## src/rtl/program_loader.sv

```systemverilog
// program_loader: streams RAM_BYTES program bytes from the pins into RAM via bus/MAR/RAM strobes.
// Optional build macro: LOADER_CHECKSUM_EN adds the running byte-sum accumulator on checksum.
module program_loader #(
    parameter int RAM_BYTES = 16,
    parameter int ADDR_W    = 4
) (
    input  logic              clk,
    input  logic              rst,
    input  logic              load_start,
    input  logic              load_abort,
    input  logic [7:0]        in_data,
    input  logic              in_valid,
    output logic              in_ready,
    output logic [7:0]        bus_out,
    output logic              bus_oe,
    output logic              n_lma,
    output logic              n_lmd,
    output logic              n_lr,
    output logic              cpu_hold,
    output logic              busy,
    output logic              done,
    output logic [ADDR_W-1:0] addr,
    output logic [7:0]        checksum
);

    typedef enum logic [2:0] {
        IDLE,
        WAIT_BYTE,
        DRV_ADDR,
        DRV_DATA,
        WRITE,
        DONE
    } state_e;

    localparam logic [ADDR_W-1:0] LAST_ADDR = ADDR_W'(RAM_BYTES - 1);

    state_e            state_q, state_d;
    logic [ADDR_W-1:0] addr_q, addr_d;
    logic [7:0]        byte_q, byte_d;
    logic              start_load, write_cyc;

    logic              in_ready_q, bus_oe_q, n_lma_q, n_lmd_q, n_lr_q, busy_q, done_q;
    logic [7:0]        bus_out_q;

    // NOTE: every signal written here gets a default first, so no path can infer a latch.
    always_comb begin
        state_d    = state_q;
        addr_d     = addr_q;
        byte_d     = byte_q;
        start_load = 1'b0;
        write_cyc  = 1'b0;
        if (load_abort) begin
            state_d = IDLE;
        end else begin
            case (state_q)
                IDLE, DONE: begin
                    if (load_start) begin
                        start_load = 1'b1;
                        state_d    = WAIT_BYTE;
                        addr_d     = '0;
                    end
                end
                WAIT_BYTE: begin
                    if (in_valid) begin
                        byte_d  = in_data;
                        state_d = DRV_ADDR;
                    end
                end
                DRV_ADDR: state_d = DRV_DATA;
                DRV_DATA: state_d = WRITE;
                WRITE: begin
                    write_cyc = 1'b1;
                    addr_d    = addr_q + ADDR_W'(1);
                    state_d   = (addr_q == LAST_ADDR) ? DONE : WAIT_BYTE;
                end
                default: state_d = IDLE;
            endcase
        end
    end

    // Outputs are decoded from the next state and registered, so they change with the state
    // on the same edge and never glitch.
    // NOTE: sequential state uses non-blocking assignments so all flops update together.
    always_ff @(posedge clk or posedge rst) begin
        if (rst) begin
            state_q    <= IDLE;
            addr_q     <= '0;
            byte_q     <= 8'h00;
            in_ready_q <= 1'b0;
            bus_oe_q   <= 1'b0;
            bus_out_q  <= 8'h00;
            n_lma_q    <= 1'b1;
            n_lmd_q    <= 1'b1;
            n_lr_q     <= 1'b1;
            busy_q     <= 1'b0;
            done_q     <= 1'b0;
        end else begin
            state_q    <= state_d;
            addr_q     <= addr_d;
            byte_q     <= byte_d;
            in_ready_q <= (state_d == WAIT_BYTE);
            bus_oe_q   <= (state_d == DRV_ADDR) || (state_d == DRV_DATA);
            if (state_d == DRV_ADDR) begin
                bus_out_q <= 8'(addr_d);
            end else if (state_d == DRV_DATA) begin
                bus_out_q <= byte_q;
            end else begin
                bus_out_q <= 8'h00;
            end
            n_lma_q    <= (state_d != DRV_ADDR);
            n_lmd_q    <= (state_d != DRV_DATA);
            n_lr_q     <= (state_d != WRITE);
            busy_q     <= (state_d == WAIT_BYTE) || (state_d == DRV_ADDR) ||
                          (state_d == DRV_DATA)  || (state_d == WRITE);
            done_q     <= (state_d == DONE);
        end
    end

`ifdef LOADER_CHECKSUM_EN
    logic [7:0] sum_q;

    always_ff @(posedge clk or posedge rst) begin
        if (rst) begin
            sum_q <= 8'h00;
        end else if (start_load) begin
            sum_q <= 8'h00;
        end else if (write_cyc) begin
            sum_q <= sum_q + byte_q;
        end
    end

    assign checksum = sum_q;
`else
    assign checksum = 8'h00;
`endif

    // Abort must refuse a byte in the same cycle, so it masks the registered ready directly.
    assign in_ready = in_ready_q & ~load_abort;
    assign bus_out  = bus_out_q;
    assign bus_oe   = bus_oe_q;
    assign n_lma    = n_lma_q;
    assign n_lmd    = n_lmd_q;
    assign n_lr     = n_lr_q;
    assign cpu_hold = busy_q;
    assign busy     = busy_q;
    assign done     = done_q;
    assign addr     = addr_q;

endmodule

```

## config.mk

```make
export PLATFORM = sky130hd
export DESIGN_NAME = program_loader
export DESIGN_NICKNAME = d
export VERILOG_FILES = /design/src/rtl/program_loader.sv
export SDC_FILE = /design/constraint.sdc
export NUM_CORES = 1
export LEC_CHECK = 0
export BUFFER_PORTS_ARGS = -buffer_cell sky130_fd_sc_hd__clkbuf_2
export CAP_MARGIN = 20
export CORE_ASPECT_RATIO = 0.5
export CORE_MARGIN = 4
export CORE_UTILIZATION = 45
export CTS_BUF_LIST = sky130_fd_sc_hd__clkbuf_16
export CTS_CLUSTER_SIZE = 16
export DETAILED_ROUTE_END_ITERATION = 8
export MAX_ROUTING_LAYER = met4
export PLACE_DENSITY = 0.83
export SLEW_MARGIN = 20
export SYNTH_ARGS = -nofsm -noshare
export SYNTH_HDL_FRONTEND = slang
export SYNTH_SLANG_ARGS = --single-unit
```

## constraint.sdc

```tcl
create_clock -name clk -period 4.4 [get_ports clk]
set_input_delay 0 -clock clk [delete_from_list [all_inputs] [get_ports clk]]
set_output_delay 0 -clock clk [all_outputs]
set_load 0.1 [all_outputs]
```

### After elaboration in Yosys (flattened, before gate mapping)

Cells that the tools add are included.

| storage, ports and cells | value |
|---|---|
| flip-flop bits (word level) | 30 |
| latch bits | 0 |
| memory bits (writable) | 0 |
| bits in read-only memories | 0 |
| output and inout bits | 28 |
| memories kept | 0 |

| operators by class | value |
|---|---|
| add/subtract/negate cells | 1 |
| multiply operators | 0 |
| div/mod/pow operators | 0 |
| magnitude comparators | 0 |
| equality and inequality tests | 14 |
| shift operators | 0 |
| muxes and demuxes | 10 |
| bitwise logic cells | 2 |
| reduce and logical (&&, ||, !) cells | 7 |

Operators by type and width:

| kind | number |
|---|---|
| $mux W8 | 2 |
| $pmux W3 S5 | 1 |
| $eq A3 B2 Y1 const B | 4 |
| $eq A3 B3 Y1 const B | 4 |
| $mux W3 | 4 |
| $mux W4 | 2 |
| $pmux W4 S2 | 1 |
| $eq A3 B1 Y1 const B | 2 |
| $ne A3 B2 Y1 const B | 2 |
| $add A4 B1 Y4 const B | 1 |
| $eq A4 B4 Y1 const B | 1 |
| $logic_or A1 B1 Y1 | 4 |
| $logic_not A3 Y1 | 1 |
| $ne A3 B3 Y1 const B | 1 |
| $reduce_and A3 Y1 | 1 |
| $reduce_or A2 Y1 | 1 |
| $and A1 B1 Y1 | 1 |
| $not A1 Y1 | 1 |

### Depth between registers and ports, before layout

| depth | value |
|---|---|
| depth in word-level cells | 8 |
| mapped depth | 5 |
| mapped depth without buffers | 4 |

### Worst setup path before layout

Ideal clock, no wire load.

| timing | value |
|---|---|
| path kind | reg-to-reg |
| start point | register addr_q[1], in the netlist addr[1] |
| end point | register bus_out_q[2], in the netlist bus_out[2] |
| setup time | 0.121 ns |
| data arrival time | 1.736 ns |
| data required time | 4.279 ns |
| path slack | 2.543 ns |
| cell stages (with the launch flop) | 5 |
| period minus slack after synthesis | 1.857 ns |
| cell sequence | dfrtp_1 -> ha_1 -> nand2b_1 -> a41oi_2 -> a22o_1 |

| on the way | value |
|---|---|
| elaborated cells between the ends (all ways) | 11 |

RTL lines:

| item | line | source |
|---|---|---|
| start, declared | 38 | `logic [ADDR_W-1:0] addr_q, addr_d;` |
| start signal, assigned | 99 | `addr_q <= addr_d;` |
| $add A4 B1 Y4 | 73 | `addr_d = addr_q + ADDR_W'(1);` |
| $pmux W4 S2 | 55 | `case (state_q)` |
| $mux W4 | 52 | `if (load_abort) begin` |
| net addr_d[2] | 38 |  |
| $mux W8 | 103 | `if (state_d == DRV_ADDR) begin` |
| end signal, assigned | 104 | `bus_out_q <= 8'(addr_d);` |
| end signal, assigned | 106 | `bus_out_q <= byte_q;` |
| end, declared | 43 | `logic [7:0] bus_out_q;` |

The timed path passes the listed nets, and every way through them passes these cells.
A chain may end at the register's enable or synchronous reset.

### Final worst setup path

| timing | value |
|---|---|
| start point | register state_q[0] |
| end point | register byte_q[6] |

| on the way | value |
|---|---|
| word-level cells in the longest chain between the ends | 2 |

Ends and longest elaborated chain:

| item | line | source |
|---|---|---|
| start, declared | 37 | `state_e state_q, state_d;` |
| start signal, assigned | 98 | `state_q <= state_d;` |
| $eq A3 B1 Y1 | 55 |  |
| $reduce_and A3 Y1 (no line) | n/a |  |
| end signal, assigned | 100 | `byte_q <= byte_d;` |
| end, declared | 39 | `logic [7:0] byte_q, byte_d;` |

Every way passes these cells.

==> results list <==
- Internal power component: 0.557 mW
- Detailed routing inserted a total of 949 vias.
- Syn_area_per_cell: 12.2 um^2
- Final critical delay including setup and external delays: 2.02 ns
- Arrival @ worst endpoint: 2.17 ns
- Total of max-cap violations: 0
* Distinct cells, synth: 38
- Dominant combinational cell family by area after synthesis: simple AND/OR/NAND/NOR gates
- TritonCTS built the clock tree.
- In the synthesized netlist, the number of instances is 116.
- In this run the clock root is driven by a sky130_fd_sc_hd__clkbuf_16.
- DRT Wirelength: 2650 um
* Detail-routed via count per cell: 4.79
- Number of violations reported at the end of detailed-routing iteration 0: 30
- Of the total power, the share spent switching nets is 0.303.
- The die is 87.2 um wide.
- Setup TNS: 0 ns
* Tightest Hold Check Type: in2reg
* Max transition margin: 0.466
- Fin crit share: 0.459
- Among all flip-flop cells after synthesis, the most frequent one is sky130_fd_sc_hd__dfrtp_1.
- The worst setup path is launched from a flop.
* Net switching power: 0.243 mW
- Compound-cell area share of the yosys netlist: 0.107
* Post-detailed-placement half-perimeter wirelength: 1880 um
- 0 antenna diodes ended up in the layout.
- Total congestion overflow after global routing: 0
- The flow ran to the end, and the final reports show no timing, DRC or antenna violations.
* Share of final-layout standard cells stronger than drive strength 1: 0.411
- Data required time of the critical path: 4.55 ns
- Number of pins with negative max-slew slack in the final report: 0
- Buffers inserted during clock tree synthesis total 5.
- Site Rows: 14
* Maximum operating frequency: 495 MHz
- Clock-pin slew was measured on the worst setup and hold paths at 0.05 ns.
* DRT Pass-1 Iters: 4
- Logic depth of the worst register-to-register path: 3
- Clock latency at the later pin of the worst-skew pair: 0.27 ns
* Fin area: 1750 um^2
- Adder-Cell Fraction of Synth Area: 0.0168
* Top Ports: 41
- Mapped cell area: 1410 um^2
* Library cell with the largest summed area after synthesis: sky130_fd_sc_hd__dfrtp_1
- During placement, the flow inserted port buffers numbering 32.
- Once detail routing completed, the nets flagged for antenna violations numbered 0.
- At the end of routability-driven placement, the weighted congestion stood at 0.717.
- Post-synthesis sequential element count: 30
- Setup repair after global routing left no endpoint under its margin.
- Pre-CTS setup slack: 2.41 ns
* Effective utilization at floorplan: 0.471
- Setup violations remaining at the end of the flow were counted as 0.
* Total clock sinks: 30
- Library cell with the highest instance count after synthesis: sky130_fd_sc_hd__dfrtp_1
- The share of the Yosys chip area taken by registers is 0.535.
- The setup path with the least slack is of type reg2reg.
* Total routing usage reported by global routing: 0.140
* Worst Hold Path Cells: 2
- The synthesized design contains 0 enable-type register cells.
- Pin count of the biggest net entering global routing: 31
* Average wire per standard cell: 13.4 um
- In the routed design, unresolved DRC markers number 0.
- Async S/R FF share, synth: 1.00
- Actual transition at the worst max-transition pin: 0.797 ns
* Multiplexer share of the synthesized area: 0.0638
- Of the total power, registers draw 0.413.
* Instance area after placement: 1520 um^2
- For the final database, setup skew stands at 0.00406 ns.
* Number of global-route vias before repair: 906
- Critical path capture point type: flop
- The first global-routing pass estimated 4080 um of wire.
- Worst-path maximum fanout: 12
- In the post-route analysis, the smallest setup slack over all paths is 2.38 ns.
- The number of antenna violations at the first check in global routing is 0.
- Area of the placeable core: 3000 um^2
- Share of total power in combinational logic: 0.189
- Of the total synthesized cell area, the portion taken by XOR and XNOR cells is 0.
- Final net count: 171
- Leading post-synthesis cells by instance count: 27 x sky130_fd_sc_hd__dfrtp_1, 10 x sky130_fd_sc_hd__buf_4, 7 x sky130_fd_sc_hd__mux2_2
- The analysis attributes to cell leakage a power of 0.819 nW.
* Portion of synthesized cell area occupied by the leading cell type: 0.479
- The clock passes through at most 2 buffers.
* Hold Violations, Final: 0
* Post-Synth Simple-Gate Area: 0.168
- Final hold analysis gives a worst-case slack of 0.109 ns.
- The die covers 4150 um^2.
* Vertical die dimension: 47.6 um
- Layout overhead on the synthesized area: 24.3%
- Fraction of power consumed by the clock network: 0.398
- Ranked by total cell area, the synthesized netlist is headed by sky130_fd_sc_hd__dfrtp_1 48%, sky130_fd_sc_hd__dfstp_2 5.6%, sky130_fd_sc_hd__mux2_2 5.6%.
- In this run the number of H-tree levels came out at 2.
* Power density over the cells: 456 nW/um^2
- Number of synthesis warnings: 0
- Worst VDD drop: 0.201 mV
-- per-layer routing --
| metal | wire length (um) | vias to the layer above | global-route usage |
|---|---|---|---|
| met5 | 0 | - | - |
| met4 | 57 | 0 | 0.0734 |
| met3 | 147 | 7 | 0.0378 |
| met2 | 1320 | 26 | 0.250 |
| met1 | 1120 | 449 | 0.149 |
| li1 | - | 467 | - |
-- path summary, 6_finish.rpt --
check | slack, ns | from | end
max | 2.38 | state_q[0] | byte_q[6]
min | 0.11 | load_abort | state_q[2]
max reg2reg | 2.38 | state_q[0] | byte_q[6]
min reg2reg | 0.47 | byte_q[7] | bus_out[7]
max in group asynchronous | 3.68 | rst | addr[3]
min in group asynchronous | 0.33 | rst | done
-- repair_timing --
| item | 4_1_cts | 5_1_grt |
|---|---|---|
| setup buffers | 0 | 0 |
| endpoints found under the hold margin | 8 | 27 |
| hold buffers | 8 | 1 |
| resized for setup | 0 | 0 |
-- logic make-up (layout without fill, tap and decap cells) --
kind of cell / after synthesis / count (layout)
AOI/OAI and AO/OA: 20 / 20
adders and majority gates: 2 / 2
buffers and inverters: 21 / 56
DFF: 30 / 30
muxes: 8 / 8
other: 1 / 8
and+or+nand+nor: 34 / 34
-- worst max-delay path, cell delays in order, from the launching register on --
cell and delay [ns]:
sky130_fd_sc_hd__dfrtp_1 0.64, sky130_fd_sc_hd__nand2b_1 0.16, sky130_fd_sc_hd__nor3_2 0.67, sky130_fd_sc_hd__mux2_2 0.42
-- power groups by stage --
stage	sequential, mW	clock, mW	combinational, mW
final	0.330	0.318	0.152
after global routing	0.334	0.337	0.161
after CTS	0.330	0.322	0.152
after detailed placement	0.335	0	0.145
after global placement	0.332	0	0.141
after floorplan	0.361	0	0.103
-- through the flow --
step	power, mW	util	instances
5_1_grt	0.831	0.586	198
4_1_cts	0.804	0.582	197
3_3_place_gp	0.473	0.508	181
2_1_floorplan	0.464	-	123
3_5_place_dp	0.480	0.508	181
6_report	0.800	0.586	198
-- area by class of cell --
class | instances | area, um^2
fillers | 238 | 1240
multi-input cells | 72 | 532
flip-flops and latches | 30 | 754
clock inverters | 3 | 16.3
clock buffers | 5 | 125
inverters | 7 | 26.3
well taps | 40 | 50.0
repair buffers | 41 | 250
-- cell usage in the layout (no fill, tap or decap), types with 2 or more instances in the layout --
master | synthesis | layout
sky130_fd_sc_hd__nand3_1 | 2 | 2
sky130_fd_sc_hd__inv_1 | 4 | 3
sky130_fd_sc_hd__clkbuf_2 | 0 | 32
sky130_fd_sc_hd__o21ai_1 | 2 | 2
sky130_fd_sc_hd__nand2_1 | 5 | 5
sky130_fd_sc_hd__nor4b_4 | 2 | 2
sky130_fd_sc_hd__mux2_2 | 7 | 7
sky130_fd_sc_hd__and2_1 | 5 | 5
sky130_fd_sc_hd__dfstp_2 | 3 | 3
sky130_fd_sc_hd__o21ai_0 | 3 | 3
sky130_fd_sc_hd__inv_2 | 3 | 4
sky130_fd_sc_hd__a21oi_1 | 5 | 5
sky130_fd_sc_hd__nand2b_1 | 3 | 3
sky130_fd_sc_hd__a22o_1 | 2 | 2
sky130_fd_sc_hd__and2b_2 | 2 | 2
sky130_fd_sc_hd__dlygate4sd3_1 | 0 | 9
sky130_fd_sc_hd__conb_1 | 1 | 8
sky130_fd_sc_hd__nor3_1 | 3 | 3
sky130_fd_sc_hd__nor2_1 | 6 | 6
sky130_fd_sc_hd__dfrtp_1 | 27 | 27
sky130_fd_sc_hd__clkbuf_16 | 0 | 5
-- sequential cells by signal, summed over array words and instances (netlist names) --
name and flops:
bus_out 8, byte_q 8, addr 4, state_q 3, bus_oe 1, busy 1, done 1, in_ready_q 1
n_lma 1, n_lmd 1, n_lr 1
No activity file was read; power rests on OpenSTA's default activity.
